`src/rtl/eth_pkg.sv`:
```
// Shared state encoding, framing constants and byte-wide CRC-32 step for the Ethernet transmit path.
package eth_pkg;

    typedef enum logic [2:0] {
        ST_IDLE,
        ST_PREAMBLE,
        ST_SFD,
        ST_PAYLOAD,
        ST_PAD,
        ST_FCS,
        ST_IFG
    } tx_state_t;

    localparam logic [7:0]  PREAMBLE_BYTE = 8'h55;
    localparam logic [7:0]  SFD_BYTE      = 8'hD5;
    localparam logic [31:0] CRC_INIT      = 32'hFFFF_FFFF;
    localparam logic [31:0] CRC_POLY      = 32'hEDB8_8320;
    localparam int          PREAMBLE_LEN  = 7;
    localparam int          FCS_LEN       = 4;

    // Reflected CRC-32 advanced by one byte, LSB of the byte first.
    function automatic logic [31:0] crc32_byte(input logic [31:0] crc, input logic [7:0] data);
        logic [31:0] c;
        c = crc ^ {24'd0, data};
        for (int i = 0; i < 8; i++) begin
            c = c[0] ? ((c >> 1) ^ CRC_POLY) : (c >> 1);
        end
        return c;
    endfunction

endpackage

```
`src/rtl/crc32_d8.sv`:
```
// Byte-serial CRC-32 register; state updates one cycle after en_i, clr_i has priority.
// crc_nxt_o exposes the state that would result from absorbing data_i this cycle.
module crc32_d8
    import eth_pkg::*;
(
    input  logic        clk_i,
    input  logic        rst_n_i,
    input  logic        en_i,
    input  logic        clr_i,
    input  logic [7:0]  data_i,
    output logic [31:0] crc_o,
    output logic [31:0] crc_nxt_o
);

    logic [31:0] crc_q;
    logic [31:0] crc_d;

    assign crc_d     = crc32_byte(crc_q, data_i);
    assign crc_nxt_o = crc_d;
    assign crc_o     = crc_q;

    always_ff @(posedge clk_i) begin
        if (!rst_n_i) begin
            crc_q <= CRC_INIT;
        end else if (clr_i) begin
            crc_q <= CRC_INIT;
        end else if (en_i) begin
            crc_q <= crc_d;
        end
    end

endmodule

```
`src/rtl/eth_tx_framer.sv`:
```
// Frames buffered payload into preamble/SFD/payload/pad/FCS/IFG; first preamble byte one cycle after start.
// No backpressure on txd; an empty buffer at a required read aborts the frame without FCS.
module eth_tx_framer
    import eth_pkg::*;
#(
    parameter int IFG_CYCLES = 12,
    parameter int MIN_DATA   = 60,
    parameter int MAX_DATA   = 1500
) (
    input  logic        clk,
    input  logic        rst_n,
    input  logic        start,
    input  logic [10:0] frame_len,
    input  logic [7:0]  fifo_data,
    input  logic        fifo_empty,
    output logic        fifo_read,
    output logic [7:0]  txd,
    output logic        tx_en,
    output logic        busy,
    output logic        done,
    output logic        err_len,
    output logic        err_underrun
);

    tx_state_t   state_q;
    logic [10:0] cnt_q;
    logic [10:0] len_q;
    logic [10:0] rd_left_q;
    logic        rd_vld_q;
    logic        uflow_q;
    logic [7:0]  txd_q;
    logic        tx_en_q;
    logic        done_q;
    logic        err_len_q;
    logic        err_underrun_q;

    logic        rd_req;
    logic        need_byte;
    logic        crc_en;
    logic        crc_clr;
    logic [31:0] crc_q;
    logic [31:0] crc_nxt;
    logic [31:0] fcs_word;
    logic [1:0]  fcs_sel;
    logic [7:0]  fcs_byte;

    // Reads run two cycles ahead of txd: buffer register plus our output register.
    assign rd_req = rst_n && !uflow_q && (rd_left_q != 11'd0) &&
                    ((state_q == ST_PREAMBLE && cnt_q == 11'(PREAMBLE_LEN - 1)) ||
                     state_q == ST_SFD || state_q == ST_PAYLOAD);
    assign fifo_read = rd_req && !fifo_empty;

    assign need_byte = (state_q == ST_SFD) ||
                       (state_q == ST_PAYLOAD && cnt_q != len_q - 11'd1);

    // CRC absorbs the byte currently on txd, so the first FCS byte needs the look-ahead value.
    assign crc_clr  = (state_q == ST_SFD);
    assign crc_en   = (state_q == ST_PAYLOAD) || (state_q == ST_PAD);
    assign fcs_word = (state_q == ST_FCS) ? crc_q : crc_nxt;
    assign fcs_sel  = (state_q == ST_FCS) ? cnt_q[1:0] + 2'd1 : 2'd0;
    assign fcs_byte = 8'(~fcs_word >> {fcs_sel, 3'b000});

    crc32_d8 u_crc (
        .clk_i     (clk),
        .rst_n_i   (rst_n),
        .en_i      (crc_en),
        .clr_i     (crc_clr),
        .data_i    (txd_q),
        .crc_o     (crc_q),
        .crc_nxt_o (crc_nxt)
    );

    always_ff @(posedge clk) begin
        if (!rst_n) begin
            state_q        <= ST_IDLE;
            cnt_q          <= '0;
            len_q          <= '0;
            rd_left_q      <= '0;
            rd_vld_q       <= 1'b0;
            uflow_q        <= 1'b0;
            txd_q          <= '0;
            tx_en_q        <= 1'b0;
            done_q         <= 1'b0;
            err_len_q      <= 1'b0;
            err_underrun_q <= 1'b0;
        end else begin
            done_q         <= 1'b0;
            err_len_q      <= 1'b0;
            err_underrun_q <= 1'b0;
            rd_vld_q       <= fifo_read;
            if (fifo_read) begin
                rd_left_q <= rd_left_q - 11'd1;
            end
            if (rd_req && fifo_empty) begin
                uflow_q        <= 1'b1;
                err_underrun_q <= 1'b1;
            end

            case (state_q)
                ST_IDLE: begin
                    if (start) begin
                        if (frame_len != 11'd0 && frame_len <= 11'(MAX_DATA)) begin
                            state_q   <= ST_PREAMBLE;
                            len_q     <= frame_len;
                            rd_left_q <= frame_len;
                            cnt_q     <= '0;
                            uflow_q   <= 1'b0;
                            txd_q     <= PREAMBLE_BYTE;
                            tx_en_q   <= 1'b1;
                        end else begin
                            err_len_q <= 1'b1;
                        end
                    end
                end
                ST_PREAMBLE: begin
                    if (cnt_q == 11'(PREAMBLE_LEN - 1)) begin
                        state_q <= ST_SFD;
                        cnt_q   <= '0;
                        txd_q   <= SFD_BYTE;
                    end else begin
                        cnt_q <= cnt_q + 11'd1;
                    end
                end
                ST_SFD, ST_PAYLOAD: begin
                    if (need_byte) begin
                        if (rd_vld_q) begin
                            state_q <= ST_PAYLOAD;
                            txd_q   <= fifo_data;
                            cnt_q   <= (state_q == ST_SFD) ? 11'd0 : cnt_q + 11'd1;
                        end else begin
                            // Missing byte: drop tx_en mid-frame so the receiver sees a runt.
                            state_q <= ST_IFG;
                            cnt_q   <= '0;
                            txd_q   <= '0;
                            tx_en_q <= 1'b0;
                        end
                    end else if (len_q < 11'(MIN_DATA)) begin
                        state_q <= ST_PAD;
                        cnt_q   <= cnt_q + 11'd1;
                        txd_q   <= '0;
                    end else begin
                        state_q <= ST_FCS;
                        cnt_q   <= '0;
                        txd_q   <= fcs_byte;
                    end
                end
                ST_PAD: begin
                    if (cnt_q == 11'(MIN_DATA - 1)) begin
                        state_q <= ST_FCS;
                        cnt_q   <= '0;
                        txd_q   <= fcs_byte;
                    end else begin
                        cnt_q <= cnt_q + 11'd1;
                    end
                end
                ST_FCS: begin
                    if (cnt_q == 11'(FCS_LEN - 1)) begin
                        state_q <= ST_IFG;
                        cnt_q   <= '0;
                        txd_q   <= '0;
                        tx_en_q <= 1'b0;
                    end else begin
                        cnt_q <= cnt_q + 11'd1;
                        txd_q <= fcs_byte;
                    end
                end
                ST_IFG: begin
                    if (cnt_q == 11'(IFG_CYCLES - 1)) begin
                        state_q <= ST_IDLE;
                        cnt_q   <= '0;
                        done_q  <= !uflow_q;
                    end else begin
                        cnt_q <= cnt_q + 11'd1;
                    end
                end
                default: begin
                    state_q <= ST_IDLE;
                    cnt_q   <= '0;
                    txd_q   <= '0;
                    tx_en_q <= 1'b0;
                end
            endcase
        end
    end

    assign txd          = txd_q;
    assign tx_en        = tx_en_q;
    assign busy         = (state_q != ST_IDLE);
    assign done         = done_q;
    assign err_len      = err_len_q;
    assign err_underrun = err_underrun_q;

endmodule
```
`config.mk`:
```
export PLATFORM = sky130hd
export DESIGN_NAME = eth_tx_framer
export DESIGN_NICKNAME = d
export VERILOG_FILES = /design/src/rtl/eth_pkg.sv /design/src/rtl/crc32_d8.sv /design/src/rtl/eth_tx_framer.sv
export SDC_FILE = /design/constraint.sdc
export NUM_CORES = 1
export LEC_CHECK = 0
export BUFFER_PORTS_ARGS = -buffer_cell sky130_fd_sc_hd__buf_2
export CAP_MARGIN = 20
export CORE_AREA = 5 5 119 121
export CTS_CLUSTER_SIZE = 40
export DETAILED_ROUTE_END_ITERATION = 7
export DIE_AREA = 0 0 124 126
export PLACE_DENSITY = 0.56
export RECOVER_POWER = 100
export SYNTH_ARGS = -nofsm -noshare
export SYNTH_HDL_FRONTEND = slang
export SYNTH_SLANG_ARGS = --single-unit
```
`constraint.sdc`:
```
create_clock -name clk -period 3.85 [get_ports clk]
set_input_delay 0.1925 -clock clk [delete_from_list [all_inputs] [get_ports clk]]
set_output_delay 0.1925 -clock clk [all_outputs]
set_load 0.05 [all_outputs]
```
======== Word level (Yosys, flattened, before mapping) ========
Cells that the tools add are included.
word-level totals
  output and inout port bits .............. 14
  bits of input ports ..................... 23
  word-level logic and storage cells ...... 135
  flip-flop bits (word level) ............. 82
operators by class
  multiplexer cells ....................... 56
  eq/ne operators ......................... 19
  add/subtract/negate cells ............... 4
  shift operators ......................... 1
  $lt $le $gt $ge ......................... 2
  reductions and logical operators ........ 28
  bitwise operators ....................... 13
operators by type and width
  kind                     count
  $mux W32                 9
  $mux W11                 14
  $not A13 Y14             8
  $pmux W11 S6             1
  $mux W8                  8
  $pmux W8 S6              1
  $not A32 Y32             1
  $shr A32 B5 Y8           1
  $xor A32 B8 Y32          1
  $mux W3                  8
  $reduce_bool A11 Y1      2
  $sub A11 B1 Y11 const B  2
  $pmux W3 S6              1
  $mux W1                  12
  $reduce_and A6 Y1        2
  $add A11 B1 Y11 const B  1
  $eq A11 B2 Y1 const B    1
  $eq A11 B3 Y1 const B    1
  $eq A11 B4 Y1 const B    1
  $eq A11 B6 Y1 const B    1
  $le A11 B11 Y1 const B   1
  $lt A11 B6 Y1 const B    1
  $ne A11 B11 Y1           1
  $ne A2 B2 Y1 const B     5
  18 further kinds         39

======== Longest topological paths before layout ========
Gate-level depths: netlist of the first run.
  depth after elaboration ................. 23
  gate-level depth with buffers ........... 13
  depth with buffers taken out ............ 10

======== By module ========
A second synthesis of the first run with hierarchy kept.
unflattened totals
  cells, all modules ...................... 587
  area, all modules ....................... 5,341.4 µm²
by module, submodules not included
  module         sequential area each (µm²)  times used  area an instance (µm²)  cells an instance
  eth_tx_framer  1,001.0                     1           3,410.8                 390
  crc32_d8       640.6                       1           1,930.6                 197

======== Worst setup path before layout of the first run ========
No wires, ideal clock.
  path type ............................... flip-flop to flip-flop
  start ................................... register cnt_q[9]
  end ..................................... register rd_left_q[7]
  library setup time ...................... 0.074 ns
  cell stages (with the launch flop) ...... 9
  arrival time ............................ 2.916 ns
  clock period less this slack ............ 2.991 ns
  data required time ...................... 3.776 ns
  path slack .............................. 0.859 ns
  path buffers ............................ 1
  path through ............................ dfxtp_1 > clkbuf_1 > or4_4 > nor4_2 > a21oi_1 > nor4_4 > nand3_1 > or3_1 > a31oi_1
on the way
  longest elaborated chain between the ends .. 10
ends and longest elaborated chain
  what                      line                  text
  start: declaration        eth_tx_framer.sv:26   logic [10:0] cnt_q;
  start signal: assignment  eth_tx_framer.sv:121  cnt_q <= cnt_q + 11'd1;
  start signal: assignment  eth_tx_framer.sv:129  cnt_q <= (state_q == ST_SFD) ? 11'd0 : cnt_q + 11'd1;
  start signal: assignment  eth_tx_framer.sv:139  cnt_q <= cnt_q + 11'd1;
  $eq A11 B3 Y1 (*)         eth_tx_framer.sv:49   ((state_q == ST_PREAMBLE && cnt_q == 11'(PREAMBLE_LEN - 1)) ||
  $logic_and A1 B1 Y1 (*)   eth_tx_framer.sv:49
  $logic_or A1 B1 Y1 (*)    eth_tx_framer.sv:49
  $logic_or A1 B1 Y1 (*)    eth_tx_framer.sv:50   state_q == ST_SFD || state_q == ST_PAYLOAD);
  $logic_and A1 B1 Y1 (*)   eth_tx_framer.sv:48   assign rd_req = rst_n && !uflow_q && (rd_left_q != 11'd0) &&
  $logic_and A1 B1 Y1 (*)   eth_tx_framer.sv:51   assign fifo_read = rd_req && !fifo_empty;
  named net fifo_read       eth_tx_framer.sv:16   output logic fifo_read,
  $mux W11 (*)              eth_tx_framer.sv:91   if (fifo_read) begin
  $mux W11                  eth_tx_framer.sv:102  if (frame_len != 11'd0 && frame_len <= 11'(MAX_DATA)) begin
  $mux W11                  eth_tx_framer.sv:101  if (start) begin
  $mux W11 (*)              eth_tx_framer.sv:99   case (state_q)
  end signal: assignment    eth_tx_framer.sv:92   rd_left_q <= rd_left_q - 11'd1;
  end signal: assignment    eth_tx_framer.sv:105  rd_left_q <= frame_len;
  end: declaration          eth_tx_framer.sv:28   logic [10:0] rd_left_q;
The timed path passes the listed nets; every way through them passes the cells marked *.
A chain may end at the register's enable or synchronous reset.

======== Worst setup path in the final report of the first run ========
  start ................................... register cnt_q[7]
  end ..................................... output port fifo_read
on the way
  longest elaborated chain between the ends .. 6
ends and longest elaborated chain
  what                 line
  $eq A11 B3 Y1        eth_tx_framer.sv:49
  $logic_and A1 B1 Y1  eth_tx_framer.sv:49
  $logic_or A1 B1 Y1   eth_tx_framer.sv:49
  $logic_or A1 B1 Y1   eth_tx_framer.sv:50
  $logic_and A1 B1 Y1  eth_tx_framer.sv:48
  $logic_and A1 B1 Y1  eth_tx_framer.sv:51
  end: declaration     eth_tx_framer.sv:16
No other way between the ends.

==> impl_metrics.toml, run 1 <==
[floorplanning]
floorplan.initialDensity = 0.392
die_area_um2 = 15600
chipWidth_um = 124
core_um2 = 13000
die_h_um = 126
std_cell_rows = 42
ios = 37

[power]
p_int_mw = 3.37
sequentialPowerShare = 0.227
power.density_nw_per_um2 = 1120
switchingPower_mw = 2.95
swShare = 0.467
p_leak_nw = 2.12
pwr-share-clk = 0.160
total_power_mw = 6.33
ir_drop_mv = 0.558
combPwrFrac = 0.613

[logic_synthesis]
synthDistinctLibCells = 66
synth_compound_area_frac = 0.199
synth_commonest_cells = "86 x nand2_1, 82 x dfxtp_1, 58 x xnor2_1, 50 x nor2_1, 39 x a21oi_1"
syn_area_um2 = 5090
yosysTopAreaCellShare = 0.323
ys_seq_area_frac = 0.323
avgSynthCellArea_um2 = 8.16
synthTopCellsByArea = "dfxtp_1 32%, xnor2_1 10%, nand2_1 6.3%"
synth.mux.area_fraction = 0.0303
synth-simple-area-share = 0.230
synth_top_family_by_area = "simple AND/OR/NAND/NOR gates"
synth-xor-area-share = 0.167
synthAdderAreaFrac = 0.00984
yosysMostFrequentCell = "nand2_1"
synth_seq_cells = 82
ys.flop_type = "dfxtp_1"
postSynthCellCount = 623
yosys_warnings = 0
synth_edf_count = 0
syn_nets = 650
yosys.area.top_type = "dfxtp_1"
synthArstFlopShare = 0

[cts]
clk_latency_ns = 0.34
path_clk_slew_ns = 0.06
cts_tree = "yes"
ctsResizeCount = 0
cts_buffer_depth = 2
clock_sinks = 82
hold_buffers = 0
cts_max_level = 3
root_buffer = "clkbuf_16"
cts_buffers = 9
post_cts_buffers = 0

[worst_hold_path]
holdPathStages = 2
hold_path_class = "input pin to register"

[cells_and_area]
fin_area_um2 = 5670
antenna_cells = 0
layout-drive-gt1-share = 0.0967
final_cells = 817
final_nets = 663
final_core_util = 0.437
area_delta_synth_final_pct = 11.5

[setup_path]
r2r_cells = 8
crit_type = "register to primary output"
critPathSlowestCell = "nor4_4"
max_stage_delay_ns = 0.62
arrival_ns = 3.18
crit_required_ns = 3.66
worstPathCellList = "or4_4, nor4_1, a21oi_1, nor4_4, clkbuf_1"
cp_max_fo = 11
cp-end-kind = "primary output"
critPathLaunchType = "register"

[placement]
numPortBuffers = 36
place_area_um2 = 5370
dp_cells = 801
hpwl_mm = 9.77
place_congestion = 0.836

[drt]
drtIter0Drc = 310
first_pass_iters = 4
viasPerCell = 5.46
num_vias = 4463
wl_per_cell_um = 16.4
drc = 0
drt_wl_total_mm = 13.4
drtAntennaViolNets = 0

[run_status]
violations = "capacitance limit, slew limit"
outcome = "finished with violations"

[sta]
slew_violations = 32
finalCritPeriodShare = 0.877
tightestPinTransition_ns = 1.51
fmax_mhz = 296
rsz0062_at_grt = "false"
period_minus_slack_ns = 3.38
hold_viol = 0
skew_ns = 0.00583
setup_viol = 0
relSlewSlack = -0.00440
tns_ns = 0

[global_route]
antenna_found_initial = 0
track_usage = 0.179
grt_max_degree = 54
grt_overflow = 0
grt_pass1_wl_mm = 22.5
grt_pass1_vias = 4348

[job]
cap_viol_max_count = 1
[power by group through the flow]
| stage | Sequential [mW] | Combinational (mW) | Clock, mW |
|---|---|---|---|
| global route | 1.48 | 4.24 | 1.07 |
| finish | 1.44 | 3.88 | 1.01 |
| CTS | 1.43 | 3.90 | 1.03 |
| global placement | 1.44 | 3.82 | 0 |
| floorplan | 1.40 | 3.12 | 0 |
| detailed placement | 1.45 | 3.85 | 0 |
[final timing paths]
kind	start	to	slack, ns
min	fifo_empty	rd_vld_q$_SDFF_PN0_	0.09
max	cnt_q[7]$_SDFFE_PN0P_	fifo_read	0.47
max reg2reg	cnt_q[0]$_SDFFE_PN0P_	cnt_q[5]$_SDFFE_PN0P_	0.56
min reg2reg	uflow_q$_SDFF_PN0_	uflow_q$_SDFF_PN0_	0.49
[cell families (layout without fill, tap and decap cells)]
group	count (synthesis)	count (layout)
fa+ha+maj	4	4
buf+inv	54	72
flops	82	82
simple gates	234	234
compound gates	145	145
mux	9	9
xor+xnor	95	95
[metal layers]
layer | track usage | wire, um
met4 | 0.0567 | 178
met1 | 0.267 | 6850
met3 | 0.0260 | 446
met5 | 0 | 0
met2 | 0.265 | 5950
[cells in the final DEF (no fill, tap or decap), types with 9 or more instances in the layout]
cell type	instances
dfxtp_1	82
clkbuf_16	9
clkbuf_1	15
o21ai_0	22
a211oi_1	10
nor3_1	24
nand3_1	18
buf_2	22
a21oi_1	39
xor2_1	36
nand2_1	86
nor2_1	49
inv_1	14
xnor2_1	58
o211ai_1	29
[registers in the layout, summed over array words and instances (netlist names)]
signal / count
cnt_q: 11
u_crc.crc_o: 32
state_q: 3
err_len: 1
rd_left_q: 11
len_q: 11
txd: 8
rd_vld_q: 1
tx_en: 1
err_underrun: 1
done: 1
uflow_q: 1
[metrics by stage]
stage	hold WS (ns)	setup WS, ns
floorplan	0.271	0.859
global placement	0.433	0.840
detailed placement	0.439	0.756
CTS	0.0762	0.696
global route	0.0909	0.269
finish	0.0904	0.475
[cell type report]
cell class              count  area (um2)
repair buffers             42         204
fillers                  1285        7310
well taps                 176         220
flip-flops and latches     82        1640
clock buffers              10         239
inverters                  14        52.6
multi-input cells         487        3200
clock inverters             6         114
[worst max-delay path: cells and delay by family, from the launching register on]
family / cells / cell delay, ns
AO/OA/AOI/OAI: 1 / 0.25
flip-flops: 1 / 0.40
AND/OR/NAND/NOR: 3 / 1.67
buffers and inverters: 1 / 0.53
Note: power is estimated with default switching activity, not from simulation.
==> run 2, diff against run 1 <==
- CORE_AREA: 5 5 119 121 -> 5 5 122 124
- DIE_AREA: 0 0 124 126 -> 0 0 127 129
- SYNTH_HIERARCHICAL: default -> 1
==> run 2 against run 1 <==
Against the previous run:
- sequential share of layout area shrank 1.1 points
- critical endpoint is now txd[4]$_SDFFE_PN0P_
- sequential power is essentially flat
- critical path depth grew 3
- non-clock buffer count is the same
- the run now ends clean
- largest power group unchanged
- count of clock-buffer cells in the layout grew 2
==> impl_metrics.toml, run 2 <==
[run_status]
outcome = "finished, final reports clean"

[sta]
finalCritPeriodShare = 0.844
relSlewSlack = 0.314
period_minus_slack_ns = 3.25
hold_slack_ns = 0.0923
setup_viol = 0
tightestPinTransition_ns = 1.03
rsz0062_at_grt = "false"
fmax_mhz = 308
slew_violations = 0
tns_ns = 0
skew_ns = 0.00948
hold_viol = 0

[logic_synthesis]
yosys_warnings = 6
syn_area_um2 = 5340
postSynthCellCount = 586
syn_nets = 613
avgSynthCellArea_um2 = 9.11

[cts]
cts_buffer_depth = 2
cts_tree = "yes"
clock_sinks = 82
hold_buffers = 0
path_clk_slew_ns = 0.06
root_buffer = "clkbuf_16"
ctsResizeCount = 0
cts_max_level = 3
cts_buffers = 9
clk_latency_ns = 0.35
post_cts_buffers = 0

[setup_path]
r2r_slack_ns = 0.60
critPathSlowestCell = "dfxtp_1"
cp_num_buf_inv = 0
crit_start = "cnt_q[0]$_SDFFE_PN0P_"
cp_max_fo = 12
crit_type = "register to register"
arrival_ns = 3.51
crit_required_ns = 4.12
r2r-end = "txd[4]$_SDFFE_PN0P_"
r2r_cells = 8
worstPathCellList = "ha_1, nor4b_2, a31o_2, a21o_1, nor4b_1, nor2b_1, a21oi_1, o211ai_1"
reg2reg_from = "cnt_q[0]$_SDFFE_PN0P_"
path_delay_family = "simple AND/OR/NAND/NOR gates"
critPathLaunchType = "register"
max_stage_delay_ns = 0.78
cp-end-kind = "register"

[floorplanning]
chipWidth_um = 127
ios = 37
std_cell_rows = 43
die_area_um2 = 16400
core_um2 = 13700
floorplan.initialDensity = 0.391
die_h_um = 129

[power]
p_int_mw = 3.36
switchingPower_mw = 2.69
ir_drop_mv = 0.358
sequentialPowerShare = 0.234
p_leak_nw = 2.16
total_power_mw = 6.05
swShare = 0.445
combPwrFrac = 0.618
power.density_nw_per_um2 = 1030
pwr-share-clk = 0.149

[cells_and_area]
layout-drive-gt1-share = 0.154
fill_cells = 1338
multiInputGateArea_um2 = 3480
antenna_cells = 0
mostFrequentLayoutCell = "dfxtp_1"
largest_register_ffs = 32
seq_area_um2 = 1640
final_nets = 633
layout_common_cells = "82 x dfxtp_1, 59 x xnor2_1, 54 x nand2_1, 46 x nor2_1, 42 x o21ai_0"
final_core_util = 0.431
area_delta_synth_final_pct = 10.4

[worst_hold_path]
holdPathStages = 2
min_from = "fifo_empty"
whs_endpoint = "rd_vld_q$_SDFF_PN0_"
hold_path_class = "input pin to register"

[drt]
wl_per_cell_um = 17.9
drc = 0
drt_wl_total_mm = 14.1
drtAntennaViolNets = 0
viasPerCell = 5.58
drtIter0Drc = 286
num_vias = 4416
first_pass_iters = 7

[global_route]
track_usage = 0.176
grt_max_degree = 34
grt_overflow = 0
antenna_found_initial = 0
grt_pass1_vias = 4209
grt_pass1_wl_mm = 22.9

[placement]
place_congestion = 0.879
numPortBuffers = 36
hpwl_mm = 10.3

[job]
cap_viol_max_count = 0
-- run 2: worst register-to-register path, cell delays in order, from the launching register on --
cell and delay, ns:
dfxtp_1 0.78, ha_1 0.33, nor4b_2 0.40, a31o_2 0.24, a21o_1 0.14, nor4b_1 0.74
nor2b_1 0.35, a21oi_1 0.07, o211ai_1 0.12
-- run 2: worst max path at each step --
stage	endpoint	slack, ns	depth (start not counted)
4_1_cts	txd[0]$_SDFFE_PN0P_	0.65	8
5_1_grt	fifo_read	0.35	6
6_report	txd[4]$_SDFFE_PN0P_	0.60	8
2_1_floorplan	rd_left_q[7]$_SDFF_PN0_	0.75	10
3_5_place_dp	txd[0]$_SDFFE_PN0P_	0.67	8
3_3_place_gp	txd[1]$_SDFFE_PN0P_	0.83	9
-- run 2: metrics by stage --
stage	cell area, um2	std cells	setup slack (ns)
6_report	5890	791	0.601
5_1_grt	5890	791	0.349
4_1_cts	5950	791	0.649
3_5_place_dp	5640	775	0.674
3_3_place_gp	5640	775	0.834
2_1_floorplan	5340	586	0.748
-- run 2: cell type report --
cell class                      instances  area share
Multi-Input combinational cell        460       0.591
Sequential cell                        82       0.278
Clock buffer                           12      0.0435
Tap cell                              180      0.0382
Timing Repair Buffer                   42      0.0333
Clock inverter                          4     0.00849
Inverter                               11     0.00700
-- run 2: power by group through the flow --
| stage | Clock [mW] | Combinational [mW] | Sequential (mW) |
|---|---|---|---|
| floorplan | 0 | 3.05 | 1.39 |
| global placement | 0 | 3.76 | 1.43 |
| detailed placement | 0 | 3.79 | 1.43 |
| CTS | 0.916 | 3.81 | 1.42 |
| global route | 0.953 | 4.06 | 1.46 |
| finish | 0.900 | 3.74 | 1.41 |
-- run 2: per-layer routing --
| metal | GRT usage | part of all wire | up-vias |
|---|---|---|---|
| li1 | - | - | 2165 |
| met4 | 0.0524 | 0.013 | 0 |
| met1 | 0.242 | 0.47 | 2106 |
| met5 | 0 | 0 | - |
| met2 | 0.276 | 0.46 | 131 |
| met3 | 0.0403 | 0.060 | 14 |
